$ cat src/rtl/pipe_arith_pkg.sv
// Shared types and defaults for the pipelined slice arithmetic blocks.
// Holds operand/slice widths and the per-stage payload carried down the pipe.
package pipe_arith_pkg;

    localparam int WIDTH_DEF = 8;
    localparam int SLICE_DEF = 2;
    localparam int NSTG      = WIDTH_DEF / SLICE_DEF;

    // Payload of one pipeline register.
    // low_diff fills from the top: each stage shifts in its resolved slice.
    // high_a/high_b shift down so the slice to resolve always sits at bit 0.
    typedef struct packed {
        logic                 valid;
        logic                 borrow;
        logic [WIDTH_DEF-1:0] low_diff;
        logic [WIDTH_DEF-1:0] high_a;
        logic [WIDTH_DEF-1:0] high_b;
    } stage_t;

endpackage

$ cat src/rtl/pipeline_sub_slice.sv
// Combinational SLICE-bit subtractor with borrow in and borrow out.
// Ports: a, b (operand slices), bin (borrow in), diff (slice result), bout.
module sub_slice
    import pipe_arith_pkg::*;
#(
    parameter int SLICE = SLICE_DEF
) (
    input  logic [SLICE-1:0] a,
    input  logic [SLICE-1:0] b,
    input  logic             bin,
    output logic [SLICE-1:0] diff,
    output logic             bout
);

    logic [SLICE:0] res;

    // Extended by one bit so the MSB is the borrow.
    always_comb begin
        res = {1'b0, a} - {1'b0, b} - {{SLICE{1'b0}}, bin};
    end

    assign diff = res[SLICE-1:0];
    assign bout = res[SLICE];

endmodule

$ cat src/rtl/pipeline_sub.sv
// Pipelined subtractor: {bout, diff} = ina - inb - bin, one slice per stage,
// behind an input register, with a valid/ready handshake and back-pressure.
// Ports: clk, rst_n (async, active low), in_valid/in_ready/ina/inb/bin on the
// input side; out_valid/out_ready/diff/bout on the output side.
module pipeline_sub
    import pipe_arith_pkg::*;
#(
    parameter int WIDTH = WIDTH_DEF,
    parameter int SLICE = SLICE_DEF
) (
    input  logic             clk,
    input  logic             rst_n,
    input  logic             in_valid,
    output logic             in_ready,
    input  logic [WIDTH-1:0] ina,
    input  logic [WIDTH-1:0] inb,
    input  logic             bin,
    output logic             out_valid,
    input  logic             out_ready,
    output logic [WIDTH-1:0] diff,
    output logic             bout
);

    localparam int NST = WIDTH / SLICE;

    // st_q[0] is the input register; st_q[k] holds the result of k slices.
    // The final slice result lands directly in the output registers.
    stage_t st_q [NST];
    stage_t st_d [NST];

    logic             out_valid_q, out_valid_d;
    logic [WIDTH-1:0] diff_q, diff_d;
    logic             bout_q, bout_d;

    logic adv;

    logic [NST-1:0][SLICE-1:0] sl_a;
    logic [NST-1:0][SLICE-1:0] sl_b;
    logic [NST-1:0][SLICE-1:0] sl_d;
    logic [NST-1:0]            sl_bi;
    logic [NST-1:0]            sl_bo;

    // Slice k resolves the operand bits currently held in st_q[k].
    for (genvar k = 0; k < NST; k++) begin : g_slice
        assign sl_a[k]  = st_q[k].high_a[SLICE-1:0];
        assign sl_b[k]  = st_q[k].high_b[SLICE-1:0];
        assign sl_bi[k] = st_q[k].borrow;

        sub_slice #(
            .SLICE(SLICE)
        ) u_slice (
            .a   (sl_a[k]),
            .b   (sl_b[k]),
            .bin (sl_bi[k]),
            .diff(sl_d[k]),
            .bout(sl_bo[k])
        );
    end

    function automatic stage_t shift_stage(
        input stage_t           p,
        input logic [SLICE-1:0] d,
        input logic             bo
    );
        stage_t r;
        r          = p;
        r.borrow   = bo;
        r.low_diff = {d, p.low_diff[WIDTH-1:SLICE]};
        r.high_a   = p.high_a >> SLICE;
        r.high_b   = p.high_b >> SLICE;
        return r;
    endfunction

    // Whole pipe moves in lockstep; it stalls only when the output is held.
    assign adv      = !out_valid_q || out_ready;
    assign in_ready = adv;

    always_comb begin
        st_d        = st_q;
        out_valid_d = out_valid_q;
        diff_d      = diff_q;
        bout_d      = bout_q;
        if (adv) begin
            st_d[0]        = '0;
            st_d[0].valid  = in_valid;
            st_d[0].borrow = bin;
            st_d[0].high_a = ina;
            st_d[0].high_b = inb;
            for (int i = 1; i < NST; i++) begin
                st_d[i] = shift_stage(st_q[i-1], sl_d[i-1], sl_bo[i-1]);
            end
            out_valid_d = st_q[NST-1].valid;
            bout_d      = sl_bo[NST-1];
            diff_d      = {sl_d[NST-1], st_q[NST-1].low_diff[WIDTH-1:SLICE]};
        end
    end

    always_ff @(posedge clk or negedge rst_n) begin
        if (!rst_n) begin
            for (int i = 0; i < NST; i++) begin
                st_q[i] <= '0;
            end
            out_valid_q <= 1'b0;
            diff_q      <= '0;
            bout_q      <= 1'b0;
        end else begin
            st_q        <= st_d;
            out_valid_q <= out_valid_d;
            diff_q      <= diff_d;
            bout_q      <= bout_d;
        end
    end

    assign out_valid = out_valid_q;
    assign diff      = diff_q;
    assign bout      = bout_q;

endmodule

$ cat config.mk
export PLATFORM = sky130hd
export DESIGN_NAME = pipeline_sub
export DESIGN_NICKNAME = d
export VERILOG_FILES = /design/src/rtl/pipe_arith_pkg.sv /design/src/rtl/pipeline_sub_slice.sv /design/src/rtl/pipeline_sub.sv
export SDC_FILE = /design/constraint.sdc
export NUM_CORES = 1
export LEC_CHECK = 0
export ABC_AREA = 1
export CORE_ASPECT_RATIO = 0.9
export CORE_MARGIN = 2
export CORE_UTILIZATION = 45
export CTS_CLUSTER_SIZE = 20
export DETAILED_ROUTE_END_ITERATION = 10
export MAX_ROUTING_LAYER = met4
export PLACE_DENSITY_LB_ADDON = 0.08
export SLEW_MARGIN = 10
export SYNTH_ARGS = -nofsm -noshare
export SYNTH_HDL_FRONTEND = slang
export SYNTH_HIERARCHICAL = 1
export SYNTH_SLANG_ARGS = --single-unit
$ cat constraint.sdc
create_clock -name clk -period 2.1 [get_ports clk]
set_input_delay 0.42 -clock clk [delete_from_list [all_inputs] [get_ports clk]]
set_output_delay 0.42 -clock clk [all_outputs]
set_load 0.05 [all_outputs]
==> out/metrics.cfg, run 1 <==
[run_status]
status=complete, no violations

[worst_setup_path]
critical_path_class=reg2out
start_kind=flip-flop
cp_num_buf_inv=1
worstSetupStartpoint=diff[4]
worstSetupEndpoint=diff[4]
path_cells=clkdlybuf4s50_1
crit_cells=1
endpoint_kind=primary output
crit_path_max_fanout=2
r2r.worst_path.cells=6
required_ns=1.68
reg2reg_slack_ns=0.55
r2r-start=sl_a[2]
r2r_end=st_q[49]
path_delay_family=buffers and inverters
max_stage_delay_ns=0.80
crit_slowest_cell=clkdlybuf4s50_1
cp_data_arrival_time_ns=1.48

[pwr]
power.leakage_nw=1.88
vdd_drop_max_uv=513
switching_share=0.394
powerDensity_nw_per_um2=1510
internal_power_mw=3.29
seqPwrFrac=0.424
power.switching_mw=2.14
power_frac_clock=0.200
pwr-share-comb=0.376

[place]
port_buffers=31
gp_congestion=0.700
placed_cell_area_um2=3400
dp_hpwl_um=3400

[yosys]
synth_xor_area_frac=0
synth_compound_area_frac=0
muxShareOfSynthArea=0
synth_cells=335
synthSimpleGateAreaFrac=0.288
ys_ff_latch=70
yosysWarnings=6
syn-num-nets=364
synth_fa_ha_area_frac=0.0520
synth_cell_types=12
yosys-top-cells-area=dfrtp_1 (57%), nand2_1 (17%), nand3_1 (11%), fa_1 (5.2%), buf_6 (3.3%)
synth.avg_cell_area_um2=9.20
synth_top_area_share=0.569
synth_top_area_cell=dfrtp_1
synth_top_family_by_area=simple AND/OR/NAND/NOR gates
synth_area_um2=3080
yosysSeqAreaShare=0.569

[cts]
insertion_delay_ns=0.34
cts_resized=0
post_cts.repair.setup_buffers=0
clock_path_buffers=2
cts_htree_levels=3
cts_made_buffers=9
clock-sinks=70
clkSlewWorstSetupHoldPaths_ns=0.07
root_buffer=clkbuf_8
postCtsHoldBufs=0
cts_tree=yes

[global_route]
grt_pass1_wl_um=9540
grt_pass1_vias=2068
grt_max_degree=70
grt_util_all_layers=0.166
antenna_found_initial=0
grt_overflow=0

[layout]
postLayoutCellArea_um2=3600
syn_to_final_growth_pct=16.8
final_cell_mix=nand2_1 (139), nand3_1 (69), dfrtp_1 (69)
final_common_cell=nand2_1
n_antenna_cell=0
final_core_util=0.546
multiInputGateArea_um2=1050
final_layout_size_suffix_gt1_frac=0.0769
nFillCells=641
regArea_um2=1750
nets=388

[floorplan]
core_um2=6590
die_w_um=91.2
die_h_um=82.5
dieArea_um2=7520
start_util=0.468
ios=32
placementRows=28

[route]
num_vias=2171
totalWireLength_um=5600
ant_nets=0
first_iter_violations=112
wl_per_cell_um=12.3
drt_first_pass_iters=5
via_per_inst=4.78
drc=0

[sta]
fmax_mhz=525
final.setup.tns_ns=0
slew-limit-headroom=0.582
hold_slack_ns=0.101
setup_viol=0
maxSlewViolCount=0
hold_violations=0
fin_skew_ns=0.0102
period_minus_slack_ns=1.90
fin_crit_sh=0.907
rsz0062_at_grt=false
worst_slew_pin_slew_ns=0.628

[job]
maxCapViolCount=0

[min_path]
hold_class=in2async

-- power by group through the flow --
stage | clock network (mW) | registers, mW | logic (mW)
finish | 1.09 | 2.31 | 2.04
global route | 1.18 | 2.39 | 2.34
CTS | 1.12 | 2.31 | 2.09
detailed placement | 0 | 2.32 | 2.08
global placement | 0 | 2.32 | 2.06
floorplan | 0 | 2.55 | 1.41
-- cells in the mapped netlist --
cell	count
buf_2	10
buf_4	2
buf_6	9
buf_8	1
clkbuf_1	4
dfrtp_1	70
fa_1	8
inv_1	21
inv_4	1
nand2_1	139
nand2_8	1
nand3_1	69
-- kinds of logic (layout without fill, tap and decap cells) --
| logic type | after synthesis | after routing |
|---|---|---|
| adders and majority gates | 8 | 8 |
| buffers and inverters | 48 | 77 |
| DFF | 70 | 70 |
| and+or+nand+nor | 209 | 209 |
-- state kept, by name (all words and copies together), names as in the netlist --
| name | flops |
|---|---|
| st_q | 40 |
| diff | 8 |
| sl_a | 8 |
| sl_b | 8 |
| sl_bi | 4 |
| bout | 1 |
| out_valid | 1 |
-- layer usage --
layer / vias up / global-route usage / part of all wire
met5: - / - / 0
li1: 1085 / - / -
met4: 0 / 0.0591 / 0.0082
met3: 5 / 0.0490 / 0.042
met1: 1039 / 0.204 / 0.50
met2: 42 / 0.268 / 0.45
-- through the flow --
step           power [mW]  setup slack, ns  cells
6_report             5.44            0.196    454
5_1_grt              5.91            0.129    454
4_1_cts              5.53            0.167    454
3_5_place_dp         4.40            0.370    438
3_3_place_gp         4.38            0.370    438
2_1_floorplan        3.96            0.580    335
-- worst min path at each step --
stage             start  depth (start not counted)        to  slack (ns)
2_1_floorplan     rst_n                          0      bout        0.12
3_3_place_gp   st_q[88]                          2   sl_a[2]        0.45
3_5_place_dp   st_q[57]                          2  st_q[29]        0.45
4_1_cts           rst_n                          1   sl_b[7]        0.11
5_1_grt           rst_n                          1   sl_a[7]        0.12
6_report          rst_n                          1   sl_a[7]        0.10
-- worst reg2reg max path, stage by stage, from the launching register on --
cell	delay [ns]
dfrtp_1	0.41
fa_1	0.43
inv_1	0.08
fa_1	0.40
inv_1	0.06
nand2_1	0.05
nand2_1	0.06
-- area by class of cell --
class / instances / area share
repair buffers: 39 / 0.111
clock inverters: 3 / 0.0118
inverters: 22 / 0.0237
multi-input cells: 217 / 0.291
flip-flops and latches: 70 / 0.487
well taps: 90 / 0.0313
clock buffers: 13 / 0.0442
Note: power is estimated with default switching activity, not from simulation.
==> inputs of run 2 (changes only) <==
--- a/config.mk
+++ b/config.mk
@@ -7,4 +7,5 @@
 export LEC_CHECK = 0
 export ABC_AREA = 1
+export ABC_CLOCK_PERIOD_IN_PS = 2100
 export CORE_ASPECT_RATIO = 0.9
 export CORE_MARGIN = 2
==> constraint.sdc (replaced) <==
create_clock -name clk -period 2.1 [get_ports clk]
set_input_delay 0.21 -clock clk [delete_from_list [all_inputs] [get_ports clk]]
set_output_delay 0.21 -clock clk [all_outputs]
set_load 0.05 [all_outputs]
==> out/metrics.cfg, run 2 (same netlist as run 1, synthesis figures left out) <==
[layout]
multiInputGateArea_um2=1050  ; unchanged
nFillCells=669  ; +4.4%
final_common_cell=nand2_1
nets=388  ; unchanged
final_cells=454  ; unchanged
n_antenna_cell=0  ; unchanged
final_core_util=0.551  ; +0.00532
final_layout_size_suffix_gt1_frac=0.0769  ; unchanged
final_cell_mix=nand2_1 (139), nand3_1 (69), dfrtp_1 (69)
regMostFlops=st_q
syn_to_final_growth_pct=17.9
regArea_um2=1750  ; unchanged
largest_register_ffs=40  ; unchanged

[cts]
post_cts.repair.setup_buffers=0  ; unchanged
cts_made_buffers=9  ; unchanged
root_buffer=clkbuf_8
clock-sinks=70  ; unchanged
cts_resized=0  ; unchanged
cts_htree_levels=3  ; unchanged
insertion_delay_ns=0.34  ; about the same
clock_path_buffers=2  ; unchanged
cts_tree=yes
postCtsHoldBufs=1  ; +1
clkSlewWorstSetupHoldPaths_ns=0.08  ; about the same

[global_route]
grt_overflow=0  ; unchanged
busiest_layer=met2
grt_use_met1=0.204  ; -0.000220
grt_pass1_wl_um=9370  ; -1.7%
antenna_found_initial=0  ; unchanged
grt_util_all_layers=0.163  ; -0.00369
grt_use_met3=0.0526  ; +0.00363
grt_max_degree=71  ; +1.4%
met2_usage=0.259  ; -0.00889
grt_pass1_vias=2066  ; -0.097%

[sta]
hold_slack_ns=0.398  ; +0.297 ns
final.setup.tns_ns=0  ; unchanged
worst_slew_pin_slew_ns=0.552  ; -0.0752 ns
period_minus_slack_ns=1.70  ; -0.203 ns
rsz0062_at_grt=false
fin_crit_sh=0.810  ; -0.0966
maxSlewViolCount=0  ; unchanged
setup_viol=0  ; unchanged
slew-limit-headroom=0.632  ; +0.0501
hold_violations=0  ; unchanged
fin_skew_ns=0.00855  ; -0.00163 ns
fin_ws_ns=0.399  ; +0.203 ns
fmax_mhz=588  ; +12%

[worst_setup_path]
critical_path_class=reg2out
reg2reg_slack_ns=0.55  ; about the same
required_ns=1.89  ; +0.21 ns
worstSetupStartpoint=diff[1]
start_kind=flip-flop
crit_path_max_fanout=2  ; unchanged
path_cells=clkdlybuf4s50_1
r2r-start=sl_a[0]
cp_num_buf_inv=1  ; unchanged
cp_data_arrival_time_ns=1.49  ; about the same
max_stage_delay_ns=0.80  ; about the same
endpoint_kind=primary output
r2r.worst_path.cells=6  ; unchanged
r2r_end=st_q[75]
path_delay_family=buffers and inverters
crit_slowest_cell=clkdlybuf4s50_1

[route]
drc=0  ; unchanged
totalWireLength_um=5460  ; -2.5%
num_vias=2140  ; -1.4%
first_iter_violations=121  ; +8.0%
wl_per_cell_um=12.0  ; -2.5%
via_per_inst=4.71  ; -1.4%
ant_nets=0  ; unchanged
drt_first_pass_iters=4  ; -1

[min_path]
hold-path-cell-count=3
min_from=inb[2]
hold_end=st_q[80]
hold_class=in2reg

[floorplan]
dieArea_um2=7520  ; unchanged
ios=32  ; unchanged
core_um2=6590  ; unchanged
start_util=0.468  ; unchanged
die_w_um=91.2  ; unchanged
die_h_um=82.5  ; unchanged
placementRows=28  ; unchanged

[place]
port_buffers=31  ; unchanged
dp_hpwl_um=3100  ; -8.7%
gp_congestion=0.706  ; +0.84%
post-place-ws_ns=0.558  ; +0.188 ns
dp_cells=437  ; -0.23%

[pwr]
powerDensity_nw_per_um2=1560  ; +3.5%
power.leakage_nw=1.89  ; +0.61%
vdd_drop_max_uv=710  ; +38%

[run_status]
status=complete, no violations

[job]
maxCapViolCount=0  ; unchanged

## run 2: cell types whose count changed in the layout (fill, tap and decap cells not counted)
cell	delta
clkinv_2	-1
bufinv_16	+2
buf_12	-2
dlygate4sd3_1	+1
clkdlybuf4s50_1	+1
clkbuf_1	-2
clkinvlp_4	+1
## run 2: stage by stage
stage	area, µm²	power [mW]
2_1_floorplan	3080	3.96
6_report	3630	5.68
4_1_cts	3630	5.78
5_1_grt	3630	6.15
3_5_place_dp	3370	4.39
3_3_place_gp	3370	4.34
## run 2: worst max-delay path by stage
| stage | to | slack [ns] | depth (start not counted) |
|---|---|---|---|
| after floorplan | diff[7] | 0.65 | 6 |
| after global placement | st_q[23] | 0.58 | 6 |
| after detailed placement | st_q[75] | 0.56 | 6 |
| after CTS | diff[3] | 0.37 | 1 |
| after global routing | in_ready | 0.31 | 3 |
| final | diff[1] | 0.40 | 1 |
## run 2: cell type report
type                            instances  area share
Clock inverter                          5      0.0289
Inverter                               22      0.0234
Timing Repair Buffer                   39       0.104
Tap cell                               90      0.0310
Sequential cell                        70       0.483
Multi-Input combinational cell        217       0.288
Clock buffer                           11      0.0417
## run 2: report_power, final
| group | total (mW) | internal, mW | switching, mW | leakage [nW] |
|---|---|---|---|---|
| combinational | 2.07 | 0.736 | 1.33 | 0.919 |
| sequential | 2.26 | 1.94 | 0.321 | 0.848 |
| clock | 1.35 | 0.854 | 0.501 | 0.122 |
## run 2: worst reg2reg max path: stages (launching register included)
cell,delay [ns]
dfrtp_1,0.41
fa_1,0.42
inv_1,0.08
fa_1,0.41
inv_1,0.06
nand2_1,0.05
nand2_1,0.06
## run 2: metal layers
| metal | vias up | part of all wire |
|---|---|---|
| li1 | 1092 | - |
| met1 | 1004 | 0.48 |
| met2 | 36 | 0.46 |
| met3 | 8 | 0.043 |
| met4 | 0 | 0.013 |
| met5 | - | 0 |
